$ cat config.mk
export PLATFORM = sky130hd
export DESIGN_NAME = epochtv1_host_bus
export DESIGN_NICKNAME = d
export VERILOG_FILES = /design/src/rtl/epochtv1_pkg.sv /design/src/rtl/epochtv1_host_bus.sv
export SDC_FILE = /design/constraint.sdc
export NUM_CORES = 1
export LEC_CHECK = 0
export CAP_MARGIN = 25
export CORE_UTILIZATION = 54
export CTS_BUF_LIST = sky130_fd_sc_hd__clkbuf_4
export DETAILED_ROUTE_END_ITERATION = 6
export PLACE_DENSITY = 0.91
export SYNTH_ARGS = -nofsm -noshare
export SYNTH_HDL_FRONTEND = slang
export SYNTH_SLANG_ARGS = --single-unit
$ cat constraint.sdc
create_clock -name CLK -period 3.79 [get_ports CLK]
set_input_delay 0.758 -clock CLK [delete_from_list [all_inputs] [get_ports CLK]]
set_output_delay 0.758 -clock CLK [all_outputs]
set_load 0.03 [all_outputs]
$ cat src/rtl/epochtv1_pkg.sv
// Shared Epoch TV-1 definitions: host address map, region decode, host bus states.
package epochtv1_pkg;

   localparam logic [12:0] VRAM_BASE     = 13'h0000;
   localparam logic [12:0] BGM_BASE      = 13'h1000;
   localparam logic [12:0] OAM_BASE      = 13'h1200;
   localparam logic [12:0] REG_BASE      = 13'h1400;
   localparam logic [12:0] UNMAPPED_BASE = 13'h1600;

   typedef enum logic [1:0] {
      HBUS_IDLE,
      HBUS_SETUP,
      HBUS_STROBE,
      HBUS_HOLD
   } e_hbus_st;

   typedef enum logic [2:0] {
      RGN_VRAM,
      RGN_BGM,
      RGN_OAM,
      RGN_REG,
      RGN_UNMAPPED
   } e_region;

   typedef struct packed {
      logic        we;
      logic [12:0] addr;
      logic [7:0]  wdata;
      logic [12:0] count;
   } hbus_req_t;

   function automatic e_region region_of(input logic [12:0] addr);
      if (addr >= UNMAPPED_BASE)  return RGN_UNMAPPED;
      else if (addr >= REG_BASE)  return RGN_REG;
      else if (addr >= OAM_BASE)  return RGN_OAM;
      else if (addr >= BGM_BASE)  return RGN_BGM;
      else                        return RGN_VRAM;
   endfunction

   function automatic logic [12:0] region_base(input e_region rgn);
      case (rgn)
         RGN_BGM:  return BGM_BASE;
         RGN_OAM:  return OAM_BASE;
         RGN_REG:  return REG_BASE;
         RGN_VRAM: return VRAM_BASE;
         default:  return UNMAPPED_BASE;
      endcase
   endfunction

   function automatic logic is_unmapped(input logic [12:0] addr);
      return region_of(addr) == RGN_UNMAPPED;
   endfunction

endpackage

$ cat src/rtl/epochtv1_host_bus.sv
// Host-side uPD7801-style bus initiator: single reads/writes and fill bursts,
// every bus phase timed in pixel-clock enables.
module epochtv1_host_bus
   import epochtv1_pkg::*;
#(
   parameter int SETUP_CE  = 1,
   parameter int STROBE_CE = 2,
   parameter int HOLD_CE   = 1
) (
   input  logic        CLK,
   input  logic        RESB,
   input  logic        CE,
   input  logic        REQ_VALID,
   output logic        REQ_READY,
   input  logic        REQ_WE,
   input  logic [12:0] REQ_ADDR,
   input  logic [7:0]  REQ_WDATA,
   input  logic [12:0] REQ_COUNT,
   output logic        RSP_VALID,
   output logic [7:0]  RSP_RDATA,
   output logic        RSP_ERR,
   output logic [12:0] A,
   output logic [7:0]  DB_O,
   output logic        DB_OE,
   input  logic [7:0]  DB_I,
   output logic        RDB,
   output logic        WRB,
   output logic        CSB
);

   localparam int CW = 8;
   localparam logic [CW-1:0] SETUP_LD  = CW'(SETUP_CE - 1);
   localparam logic [CW-1:0] STROBE_LD = CW'(STROBE_CE - 1);
   localparam logic [CW-1:0] HOLD_LD   = CW'(HOLD_CE - 1);

   e_hbus_st    st_q, st_d;
   logic [CW-1:0] cnt_q, cnt_d;
   logic [12:0] beats_q, beats_d;
   logic        we_q, we_d;
   logic        err_q, err_d;
   logic [12:0] a_d, a_nxt;
   logic [7:0]  dbo_d, rdata_d;
   logic        dboe_d, rdb_d, wrb_d, csb_d, rspv_d;
   hbus_req_t   req;

   assign req       = '{we: REQ_WE, addr: REQ_ADDR, wdata: REQ_WDATA, count: REQ_COUNT};
   assign REQ_READY = RESB && (st_q == HBUS_IDLE);
   assign RSP_ERR   = err_q;
   assign a_nxt     = A + 13'd1;

   always_comb begin
      st_d    = st_q;
      cnt_d   = cnt_q;
      beats_d = beats_q;
      we_d    = we_q;
      err_d   = err_q;
      a_d     = A;
      dbo_d   = DB_O;
      dboe_d  = DB_OE;
      rdb_d   = RDB;
      wrb_d   = WRB;
      csb_d   = CSB;
      rdata_d = RSP_RDATA;
      rspv_d  = 1'b0;
      case (st_q)
         HBUS_IDLE: if (REQ_VALID) begin
            // Address and chip select go out on the accepting edge, ahead of SETUP.
            st_d    = HBUS_SETUP;
            cnt_d   = SETUP_LD;
            beats_d = req.we ? req.count : 13'd0;
            we_d    = req.we;
            err_d   = is_unmapped(req.addr);
            a_d     = req.addr;
            csb_d   = 1'b0;
            dboe_d  = req.we;
            dbo_d   = req.we ? req.wdata : 8'h00;
         end
         HBUS_SETUP: if (CE) begin
            if (cnt_q == '0) begin
               st_d  = HBUS_STROBE;
               cnt_d = STROBE_LD;
               rdb_d = we_q;
               wrb_d = !we_q;
            end else cnt_d = cnt_q - CW'(1);
         end
         HBUS_STROBE: if (CE) begin
            if (cnt_q == '0) begin
               st_d  = HBUS_HOLD;
               cnt_d = HOLD_LD;
               rdb_d = 1'b1;
               wrb_d = 1'b1;
               if (!we_q) rdata_d = DB_I;
            end else cnt_d = cnt_q - CW'(1);
         end
         HBUS_HOLD: if (CE) begin
            if (cnt_q != '0) cnt_d = cnt_q - CW'(1);
            else if (beats_q != 13'd0) begin
               // Next fill beat: CSB stays low, address wraps at 13 bits.
               st_d    = HBUS_SETUP;
               cnt_d   = SETUP_LD;
               beats_d = beats_q - 13'd1;
               a_d     = a_nxt;
               err_d   = err_q | is_unmapped(a_nxt);
            end else begin
               st_d   = HBUS_IDLE;
               rspv_d = 1'b1;
               csb_d  = 1'b1;
               dboe_d = 1'b0;
               dbo_d  = 8'h00;
               a_d    = 13'd0;
            end
         end
         default: st_d = HBUS_IDLE;
      endcase
   end

   always_ff @(posedge CLK) begin
      if (!RESB) begin
         st_q      <= HBUS_IDLE;
         cnt_q     <= '0;
         beats_q   <= 13'd0;
         we_q      <= 1'b0;
         err_q     <= 1'b0;
         A         <= 13'd0;
         DB_O      <= 8'h00;
         DB_OE     <= 1'b0;
         RDB       <= 1'b1;
         WRB       <= 1'b1;
         CSB       <= 1'b1;
         RSP_RDATA <= 8'h00;
         RSP_VALID <= 1'b0;
      end else begin
         st_q      <= st_d;
         cnt_q     <= cnt_d;
         beats_q   <= beats_d;
         we_q      <= we_d;
         err_q     <= err_d;
         A         <= a_d;
         DB_O      <= dbo_d;
         DB_OE     <= dboe_d;
         RDB       <= rdb_d;
         WRB       <= wrb_d;
         CSB       <= csb_d;
         RSP_RDATA <= rdata_d;
         RSP_VALID <= rspv_d;
      end
   end

endmodule
# Word level (Yosys, flattened, before mapping)
# Index checks and enable logic that the tools add are counted.
[op_classes]
add_sub_neg = 3
order_cmp = 8
n_eq_ne = 15
mux = 73
n_bitwise = 5
reduce_logical = 17
[ops]
columns = ["op", "n"]
rows = [
  ["2-to-1 mux 13 bit", 9],
  [">= comparator 13 bit, second input constant", 8],
  ["2-to-1 mux 8 bit", 13],
  ["case mux 13 bit (2 select lines)", 2],
  ["case mux 8 bit (4 select lines)", 1],
  ["2-to-1 mux 3 bit", 8],
  ["2-to-1 mux 1 bit", 22],
  ["2-to-1 mux 2 bit", 11],
  ["AND reduction 5 bit", 4],
  ["!= test 2 bit, second input constant", 9],
  ["case mux 8 bit (2 select lines)", 1],
  ["adder 13 x 1 -> 13 bit, second input constant", 1],
  ["nonzero test 13 bit", 1],
  ["subtractor 13 x 1 -> 13 bit, second input constant", 1],
  ["case mux 1 bit (2 select lines)", 5],
  ["logical NOT 8 bit", 1],
  ["case mux 2 bit (4 select lines)", 1],
  ["AND reduction 4 bit", 2],
  ["nonzero test 8 bit", 1],
  ["subtractor 8 x 1 -> 8 bit, second input constant", 1],
  ["AND reduction 7 bit", 1],
  ["equality test 3 bit, second input constant", 2],
  ["equality test 2 bit, second input constant", 2],
  ["NOT 1 bit", 4],
  ["other kinds (9)", 10],
]
[word_totals]
reg_bits = 59
in_bits = 47
wordCells = 134

# Depth between registers and ports, before layout
# Gate-level depths: netlist (run 1).
[logic_depth]
depth_word = 16
mapped_depth = 9

# Least setup slack after synthesis (run 1)
# OpenSTA, ideal clock, no wires.
[synth_path]
path_kind = "register to register"
startpoint = "register beats_q[4]"
endpoint = "register cnt_q[1]"
setup_time_ns = 0.065
t_arrival_ns = 2.302
t_required_ns = 3.725
setup_slack_ns = 1.424
path_stages_with_launch = 9
n_path_buf = 3
synth_period_minus_slack_ns = 2.366
path_cell_list = "dfxtp_1 -> buf_6 -> or4_4 -> buf_6 -> or4_1 -> buf_2 -> o21ai_4 -> mux2_1 -> nor2_1"
[synth_via]
elab_chain_cells = 3
[synth_lines]
columns = ["element", "line", "source"]
rows = [
  ["start: declaration", "epochtv1_host_bus.sv:38", "logic [12:0] beats_q, beats_d;"],
  ["start signal: assignment", "epochtv1_host_bus.sv:135", "beats_q <= beats_d;"],
  ["nonzero test 13 bit", "epochtv1_host_bus.sv:97", "else if (beats_q != 13'd0) begin"],
  ["!= test 3 bit (no source line)", "--", ""],
  ["AND reduction 5 bit (no source line)", "--", ""],
  ["end signal: assignment", "epochtv1_host_bus.sv:134", "cnt_q <= cnt_d;"],
  ["end: declaration", "epochtv1_host_bus.sv:37", "logic [CW-1:0] cnt_q, cnt_d;"],
]
# Every way passes these cells.
# A chain may end at the register's enable or synchronous reset.

# Worst setup path in the final report (run 1)
[layout_path]
startpoint = "register st_q[0]"
endpoint = "output port REQ_READY"
[layout_via]
elab_chain_cells = 2
[layout_lines]
columns = ["element", "line", "source"]
rows = [
  ["start: declaration", "epochtv1_host_bus.sv:36", "e_hbus_st st_q, st_d;"],
  ["start signal: assignment", "epochtv1_host_bus.sv:133", "st_q <= st_d;"],
  ["logical NOT 2 bit", "epochtv1_host_bus.sv:47", "assign REQ_READY = RESB && (st_q == HBUS_IDLE);"],
  ["logical AND 1 bit", "epochtv1_host_bus.sv:47", ""],
  ["end: declaration", "epochtv1_host_bus.sv:14", "output logic REQ_READY,"],
]
# Every way passes these cells.

==> metrics.txt, run 1 <==
status finished, final reports clean; worst r2r dst cnt_q[1]$_SDFFE_PN0P_; Antenna Nets Post-Route 0; Die Ht 78.4 µm; GR Layer Usage met2 49.8%; Multi-input gate area 1820 µm²; commonest cells after routing, fill and taps aside clkdlybuf4s50_1 (82), dfxtp_1 (59), nor2_1 (40), a21oi_1 (38), nand2_1 (28); Synth area leaders dfxtp_1 (37%), a21oi_1 (6.0%), nor2_1 (4.8%), a22oi_1 (3.8%), ha_1 (3.6%); Crit path required time 3030 ps; CP max stage delay 680 ps; Setup Skew 8.49 ps; Clock Latency Late Sink 410 ps; sequential fraction of the synthesis area 37.5%; Mapped Area 3150 µm²; grt ovf 0; min-delay src RSP_RDATA[2]$_SDFFE_PN0P_; asr flop ratio synth 0%; critical path peak fanout 10; GRT Max-Usage Layer met2; CTS tree built; Top-Level Pins 83; CTS resizes 0; ys flop type dfxtp_1; clk slew on worst S/H paths 110 ps; area grow syn2layout 31.1%; syn_area_per_cell 8.25 µm²; proportion of layout cells with a drive suffix above 1 6.91%; Placeable Area 5570 µm²; Post-route DRC 0; PortBufs 82; DP Area 3990 µm²; crit path DAT 2100 ps; Netlist cell types 61; Detail Placement HPWL 5740 µm; vias in the first global route 3149; Power Dens Cells 799 nW/µm²; Post-synth EDFFs 0; pin count of the biggest net entering global routing 30; Slew @ Worst Pin 968 ps; total iterations of the first detailed-routing run 6; Peak Freq 0.349 GHz; Setup CP Type reg2out; initial core utilization 56.6%; Root Buffer clkbuf_4; clk sinks 59; worst hold path endpoint RSP_RDATA[2]$_SDFFE_PN0P_; htree depth 3; worst reg2reg startpoint st_q[1]$_SDFFE_PN0P_; Max Slew Vio Count 0; initial antenna violation count 0; Worst setup EP type primary output; hold buffer count at CTS 0; maximum VDD drop 0.458 mV; Yosys reg bits 59; Final Cell Area 4130 µm²; worst hold slack 503 ps; R2R cell count 6; Synth warnings 0; Final Util 74.1%; Tot Pwr 3300 µW; Gate Count Post-Synth 382; slowest CP cell clkdlybuf4s50_1; fin crit share 75.5%; setup bufs post-CTS 0; die area 6150 µm²; first-pass GRT wire length 14200 µm; hold path cells 2; Hold Violations, Final 0; Die Wd 78.4 µm; CP cell instances inv_1 -> ha_1 -> and2_1 -> clkdlybuf4s50_1; startpoint types flop; met3 usage 8.95%; P_leak 0.00150 µW; Max Root-Sink Buffers 2; post-synth top area share 37.5%; routability cong. 0.867; Via Count 3245; minimum clock period 2860 ps; Setup Viol. Count Final 0; total track usage 29.1%; CTS Buf Count 9; fillers 417; Cell Rows 27; nets 514; Slew headroom 35.2%; routed vias/inst 6.07; R2R Setup Slk 990 ps; Max Cap Viol 0; setup TNS 0 ps; Yosys top cell by area dfxtp_1; commonest non-fill, non-tap cell in the layout clkdlybuf4s50_1; met1 Use GR 34.2%; hold crit path type reg2reg; Total Wirelength 8560 µm; Syn Nets 438; Reg area 1180 µm²; DR iter-0 viols 367; Antenna diodes 0; routed len/inst 16.0 µm; RSZ-0062 raised after global routing no
==> report_power, final <==
| group | internal, µW | leakage, µW | switching, µW |
|---|---|---|---|
| sequential | 813 | 0.000483 | 245 |
| combinational | 724 | 0.000941 | 1060 |
| clock | 205 | 0.0000765 | 259 |
| total | 1740 | 0.00150 | 1560 |
==> layout make-up <==
| cell class | instances | share of cell area, % |
|---|---|---|
| clock inverters | 7 | 1.88 |
| repair buffers | 87 | 20.8 |
| flip-flops and latches | 59 | 28.6 |
| well taps | 72 | 2.18 |
| multi-input cells | 290 | 44.0 |
| inverters | 11 | 0.999 |
| clock buffers | 9 | 1.63 |
==> per-layer routing <==
| metal | part of all wire (%) | vias to the layer above | wire length [µm] |
|---|---|---|---|
| met2 | 50 | 150 | 4270 |
| met1 | 40 | 1510 | 3400 |
| met5 | 0 | - | 0 |
| met4 | 1.3 | 0 | 114 |
| li1 | - | 1567 | - |
| met3 | 9.1 | 18 | 783 |
==> flip-flops by register name, indices dropped and copies added, names as in the netlist <==
name / count
A: 13
DB_O: 8
beats_q: 13
RSP_VALID: 1
WRB: 1
RSP_RDATA: 8
RSP_ERR: 1
RDB: 1
DB_OE: 1
we_q: 1
st_q: 2
cnt_q: 8
CSB: 1
==> worst max path at each step <==
stage / start / to / slack [ps] / depth (start not counted)
3_5_place_dp: CE / A[12]$_SDFFE_PN0P_ / 630 / 6
5_1_grt: CE / A[12]$_SDFFE_PN0P_ / 750 / 6
6_report: st_q[0]$_SDFFE_PN0P_ / REQ_READY / 930 / 4
2_1_floorplan: beats_q[4]$_SDFFE_PN0P_ / cnt_q[1]$_SDFFE_PN0P_ / 1420 / 8
3_3_place_gp: CE / A[9]$_SDFFE_PN0P_ / 760 / 6
4_1_cts: st_q[0]$_SDFFE_PN0P_ / REQ_READY / 900 / 4
==> through the flow <==
stage | setup WS (ps) | cells
after floorplan | 1420 | 382
after global placement | 757 | 519
after detailed placement | 631 | 519
after CTS | 902 | 535
after global routing | 752 | 535
final | 927 | 535
==> cells by family after synthesis <==
| logic type | count (synthesis) | share of synthesized area (%) |
|---|---|---|
| xor gates and xnor gates | 12 | 3.33 |
| adders and majority gates | 9 | 3.57 |
| buffers and inverters | 33 | 4.92 |
| muxes | 10 | 3.21 |
| and+or+nand+nor | 139 | 22.9 |
| DFF | 59 | 37.5 |
| AOI/OAI and AO/OA | 120 | 24.6 |
==> Yosys cell counts (all sizes together) (3+ instances only) <==
| cell type | n |
|---|---|
| or4 | 8 |
| inv | 10 |
| xnor2 | 4 |
| o22ai | 7 |
| nor2 | 40 |
| o211ai | 6 |
| buf | 6 |
| o21ai | 28 |
| nand2 | 28 |
| nor3 | 16 |
| nor3b | 4 |
| ha | 9 |
| a21oi | 38 |
| nor4 | 6 |
| clkbuf | 16 |
| nand3 | 11 |
| xor2 | 8 |
| or3 | 4 |
| o31ai | 6 |
| nand4 | 3 |
| a22oi | 16 |
| mux2i | 9 |
| nor2b | 3 |
| a221oi | 5 |
| dfxtp | 59 |
==> critical path, delay by kind of cell, from the launching register on <==
family | cells | cell delay [ps]
buffers and inverters | 2 | 790
flip-flops | 1 | 360
AND/OR/NAND/NOR | 1 | 190
adder cells (fa/ha/maj) | 1 | 350
Note: power is estimated with default switching activity, not from simulation.
==> run 2: changes to the inputs <==
- CORE_UTILIZATION: 54 -> 46
- PLACE_DENSITY: 0.91 -> 0.82
- clock period: 3.79 -> 2.45 ns (I/O delays scaled with it)
==> run 2 against run 1 <==
The run now ends with DRC left. Critical path depth rose by 4. Routed wire length down 0.26%. Count of clock-buffer cells in the layout stayed put. Die area up 17%. Global-route usage fell by 4.2 points. Core utilization shrank 8.5 points. Cell area up 3.1%. Power increased by 59%.
==> metrics.txt, run 2 (synthesis results as in run 1) <==
Final Cell Area 4260 µm²; combinational share of power 56.4%; Via Count 3195; GRT Max-Usage Layer met2; Crit path required time 2790 ps; internal power 2760 µW; total iterations of the first detailed-routing run 7; Multi-input gate area 1820 µm²; Setup Skew 22.4 ps; Power Dens Cells 1230 nW/µm²; Max Slew Vio Count 0; total track usage 24.9%; Sw Pwr 2470 µW; routability cong. 0.862; status finished with violations; CTS Buf Count 9; Placeable Area 6490 µm²; clk sinks 59; Final Util 65.6%; top flop regs A x13, beats_q x13; CP max stage delay 550 ps; final worst slack 151 ps; Max Cap Viol 0; htree depth 3; P_leak 0.00157 µW; proportion of layout cells with a drive suffix above 1 11.0%; commonest cells after routing, fill and taps aside clkdlybuf4s50_1 (81), dfxtp_1 (59), nor2_1 (39), a21oi_1 (38), nand2_1 (28); area grow syn2layout 35.1%; power share of the clock group 12.8%; PortBufs 82; initial core utilization 48.5%; commonest non-fill, non-tap cell in the layout clkdlybuf4s50_1; DP Area 4110 µm²; minimum clock period 2300 ps; Cell Rows 29; pin count of the biggest net entering global routing 27; fillers 542; routed len/inst 15.3 µm; hold crit path type reg2reg; violated checks DRC; Worst setup EP type flop; die area 7190 µm²; delay-heaviest family, CP simple AND/OR/NAND/NOR gates; Max Root-Sink Buffers 2; CTS tree built; DR iter-0 viols 178; nets 532; fin crit share 93.8%; Top-Level Pins 83; Die Ht 84.8 µm; Crit path buffers/inverters 2; worst hold slack 504 ps; Root Buffer clkbuf_4; Sequential Power Share 30.8%; Total Wirelength 8540 µm; CP cell instances inv_1 -> ha_1 -> or4b_1 -> or4_4 -> buf_4 -> nand3_2 -> a21oi_1 -> o221a_2; grt ovf 0; final cell count without fillers 558; vias in the first global route 3059; sw frac 47.2%; met3 usage 9.83%; routed vias/inst 5.73; startpoint types flop; clk slew on worst S/H paths 130 ps; Setup CP Type reg2reg; Hold Violations, Final 0; crit path DAT 2630 ps; Detail Placement HPWL 5950 µm; first-pass GRT wire length 14200 µm; DP Cell Count 540; hold buffer count at CTS 0; Reg area 1180 µm²; Post-route DRC 6; RSZ-0062 raised after global routing yes; initial antenna violation count 0; Slew @ Worst Pin 569 ps; critical path peak fanout 8; maximum VDD drop 0.571 mV; pre-CTS WS -55.0 ps; GR Layer Usage met2 41.0%; Setup Viol. Count Final 0; Die Wd 84.8 µm; Peak Freq 0.435 GHz; met1 Use GR 29.7%; slowest CP cell or4_4; Slew headroom 62.0%; Antenna diodes 0; Antenna Nets Post-Route 0; Clock Latency Late Sink 440 ps
==> run 2: per-stage QoR <==
step | TNS, ps | total power (µW)
6_report | 0 | 5240
3_5_place_dp | -229 | 4540
5_1_grt | -8.26 | 5670
2_1_floorplan | 0 | 3660
4_1_cts | 0 | 5220
3_3_place_gp | -44.7 | 4440
==> run 2: tightest hold or removal path: cells and delay by family, from the launching register on <==
kind               cells  cell delay (ps)
DFF                    1              350
and+or+nand+nor        1               70
AOI/OAI and AO/OA      1               60
==> run 2: what timing repair did <==
item / CTS / global route
pin swaps: 0 / 2
gates resized for setup: 1 / 1
endpoints found under the setup margin: 1 / 8
setup buffers: 0 / 2
==> run 2: worst paths after layout <==
path                      startpoint                      end  slack (ps)  depth (start not counted)
min               DB_OE$_SDFFE_PN0P_       DB_OE$_SDFFE_PN0P_         500                          2
max          beats_q[1]$_SDFFE_PN0P_  beats_q[0]$_SDFFE_PN0P_         150                          8
max reg2reg  beats_q[1]$_SDFFE_PN0P_  beats_q[0]$_SDFFE_PN0P_         150                          8
min reg2reg       DB_OE$_SDFFE_PN0P_       DB_OE$_SDFFE_PN0P_         500                          2
==> run 2: routing by layer <==
layer | part of all wire [%] | wire length [µm]
met5 | 0 | 0
met4 | 1.4 | 116
met3 | 6.7 | 568
met2 | 48 | 4060
met1 | 44 | 3790
==> run 2: final cells by class <==
type                       instances  area share [%]
multi-input combinational        290            42.8
sequential                        59            27.7
timing repair buffer             105            23.3
tap                               77            2.26
clock buffer                       9            1.59
clock inverter                     7            1.41
inverter                          11           0.969
==> run 2: power groups by stage <==
stage               sequential [µW]  combinational (µW)  clock [µW]
floorplan                      1810                1850           0
global placement               1600                2840           0
detailed placement             1620                2920           0
CTS                            1600                2940         681
global route                   1660                3270         732
finish                         1610                2950         672
==> run 3: changes to the inputs <==
- CORE_UTILIZATION: 46 -> 54
- PLACE_DENSITY: 0.82 -> 0.91
- SKIP_LAST_GASP: not set -> 1
- clock period: 2.45 -> 2.8 ns (I/O delays scaled with it)
==> run 3 against run 2 <==
The flow now finishes without violations. Via count up 3.8%. Count of clock-buffer cells in the layout did not move. Worst hold slack worse by 14 ps. Power fell by 7.8%.
==> metrics.txt, run 3 (synthesis results as in run 1) <==
top flop regs A x13, beats_q x13; Worst setup EP type flop; CTS Buf Count 9; Peak Freq 0.396 GHz; Crit path required time 3160 ps; Setup Skew 19.5 ps; worst reg2reg startpoint beats_q[0]$_SDFFE_PN0P_; routed vias/inst 6.14; Clock Latency Late Sink 410 ps; Slew @ Worst Pin 938 ps; Die Wd 78.4 µm; P_leak 0.00156 µW; DR iter-0 viols 372; worst r2r dst cnt_q[1]$_SDFFE_PN0P_; total iterations of the first detailed-routing run 5; total track usage 30.0%; Setup CP Type reg2reg; critical path peak fanout 10; Die Ht 78.4 µm; combinational share of power 51.8%; R2R Setup Slk 270 ps; CTS tree built; fillers 409; Cell Rows 27; maximum VDD drop 0.771 mV; Max Cap Viol 0; sw frac 44.9%; PortBufs 82; critical path launch point beats_q[0]$_SDFFE_PN0P_; Sw Pwr 2170 µW; hold crit path type reg2reg; Detail Placement HPWL 6030 µm; status finished, final reports clean; Post-route DRC 0; nets 519; setup bufs post-CTS 0; Root Buffer clkbuf_4; htree depth 3; pin count of the biggest net entering global routing 23; RSZ-0062 raised after global routing no; Slew headroom 37.2%; commonest non-fill, non-tap cell in the layout clkdlybuf4s50_1; setup TNS 0 ps; R2R cell count 7; grt ovf 0; startpoint types flop; first-pass GRT wire length 14400 µm; crit path DAT 2890 ps; Max Root-Sink Buffers 2; DP Cell Count 524; worst setup path end cnt_q[1]$_SDFFE_PN0P_; Max Slew Vio Count 0; power share of the clock group 18.4%; CTS resizes 0; routed len/inst 16.6 µm; Setup Viol. Count Final 0; Total Wirelength 8950 µm; DP Area 4020 µm²; routability cong. 0.846; proportion of layout cells with a drive suffix above 1 8.33%; Sequential Power Share 29.8%; clk slew on worst S/H paths 110 ps; Top-Level Pins 83; Antenna Nets Post-Route 0; initial antenna violation count 0; Placeable Area 5570 µm²; Antenna diodes 0; CP cell instances inv_1 -> ha_1 -> or4b_1 -> or4_4 -> o21ai_4 -> mux2_1 -> nor2_1; final cell count without fillers 540; Final Cell Area 4230 µm²; Via Count 3316; hold buffer count at CTS 0; Power Dens Cells 1140 nW/µm²; Hold Violations, Final 0; commonest cells after routing, fill and taps aside clkdlybuf4s50_1 (81), dfxtp_1 (59), nor2_1 (40), a21oi_1 (38), nand2_1 (28); slowest CP cell or4_4; die area 6150 µm²; hold path cells 2; fin crit share 90.3%; minimum clock period 2530 ps; clk sinks 59; vias in the first global route 3166; internal power 2660 µW; area grow syn2layout 34.2%; CP max stage delay 620 ps; initial core utilization 56.6%
-- run 3: cell count changes in the layout (fill, tap and decap cells not counted) --
cell	before	now
buf_4	24	11
clkinv_2	0	2
bufinv_16	0	4
clkinvlp_4	3	0
inv_6	3	1
inv_8	1	0
nor2_2	1	0
nor2_1	39	40
-- run 3: worst min-delay path by stage --
stage                                      from                     to  slack (ps)
after detailed placement       CSB$_SDFFE_PN1P_       CSB$_SDFFE_PN1P_         470
after global routing           CSB$_SDFFE_PN1P_       CSB$_SDFFE_PN1P_         530
after floorplan           cnt_q[5]$_SDFFE_PN0P_  cnt_q[5]$_SDFFE_PN0P_         460
final                          CSB$_SDFFE_PN1P_       CSB$_SDFFE_PN1P_         490
after CTS                      CSB$_SDFFE_PN1P_       CSB$_SDFFE_PN1P_         500
after global placement         CSB$_SDFFE_PN1P_       CSB$_SDFFE_PN1P_         470
-- run 3: power groups by stage --
stage / clock network (µW) / registers (µW) / logic [µW]
after floorplan: 0 / 1580 / 1620
after global placement: 0 / 1420 / 2330
after detailed placement: 0 / 1440 / 2440
after CTS: 890 / 1430 / 2470
after global routing: 925 / 1470 / 2750
final: 888 / 1440 / 2500
-- run 3: metal layers --
metal | global-route usage [%] | share of wire (%) | vias up
li1 | - | - | 1581
met1 | 34.6 | 40 | 1543
met2 | 50.7 | 49 | 167
met3 | 8.72 | 8.7 | 25
met4 | 14.6 | 2.2 | 0
met5 | 0 | 0 | -
-- run 3: worst max-delay path, delay by kind of cell, from the launching register on --
| kind | cells | cell delay (ps) |
|---|---|---|
| AO/OA/AOI/OAI | 1 | 280 |
| flip-flops | 1 | 370 |
| AND/OR/NAND/NOR | 3 | 1200 |
| buffers and inverters | 1 | 100 |
| adder cells (fa/ha/maj) | 1 | 160 |
| multiplexers | 1 | 350 |
-- run 3: layout make-up --
| cell class | count | area, µm² | area share, % |
|---|---|---|---|
| Sequential cell | 59 | 1180 | 27.9 |
| Inverter | 11 | 41.3 | 0.975 |
| Clock buffer | 9 | 67.6 | 1.60 |
| Timing Repair Buffer | 92 | 893 | 21.1 |
| Multi-Input combinational cell | 290 | 1820 | 43.0 |
| Tap cell | 72 | 90.1 | 2.13 |
| Clock inverter | 7 | 139 | 3.28 |
-- run 3: per-stage QoR --
stage                     util (%)  hold slack (ps)  total power [µW]  setup slack (ps)
after detailed placement      72.2              474              3880               205
after global routing          75.9              530              5150               160
final                         75.9              490              4830               272
after global placement        72.2              468              3760               293
after floorplan                  -              461              3200               434
after CTS                     75.9              497              4790               164
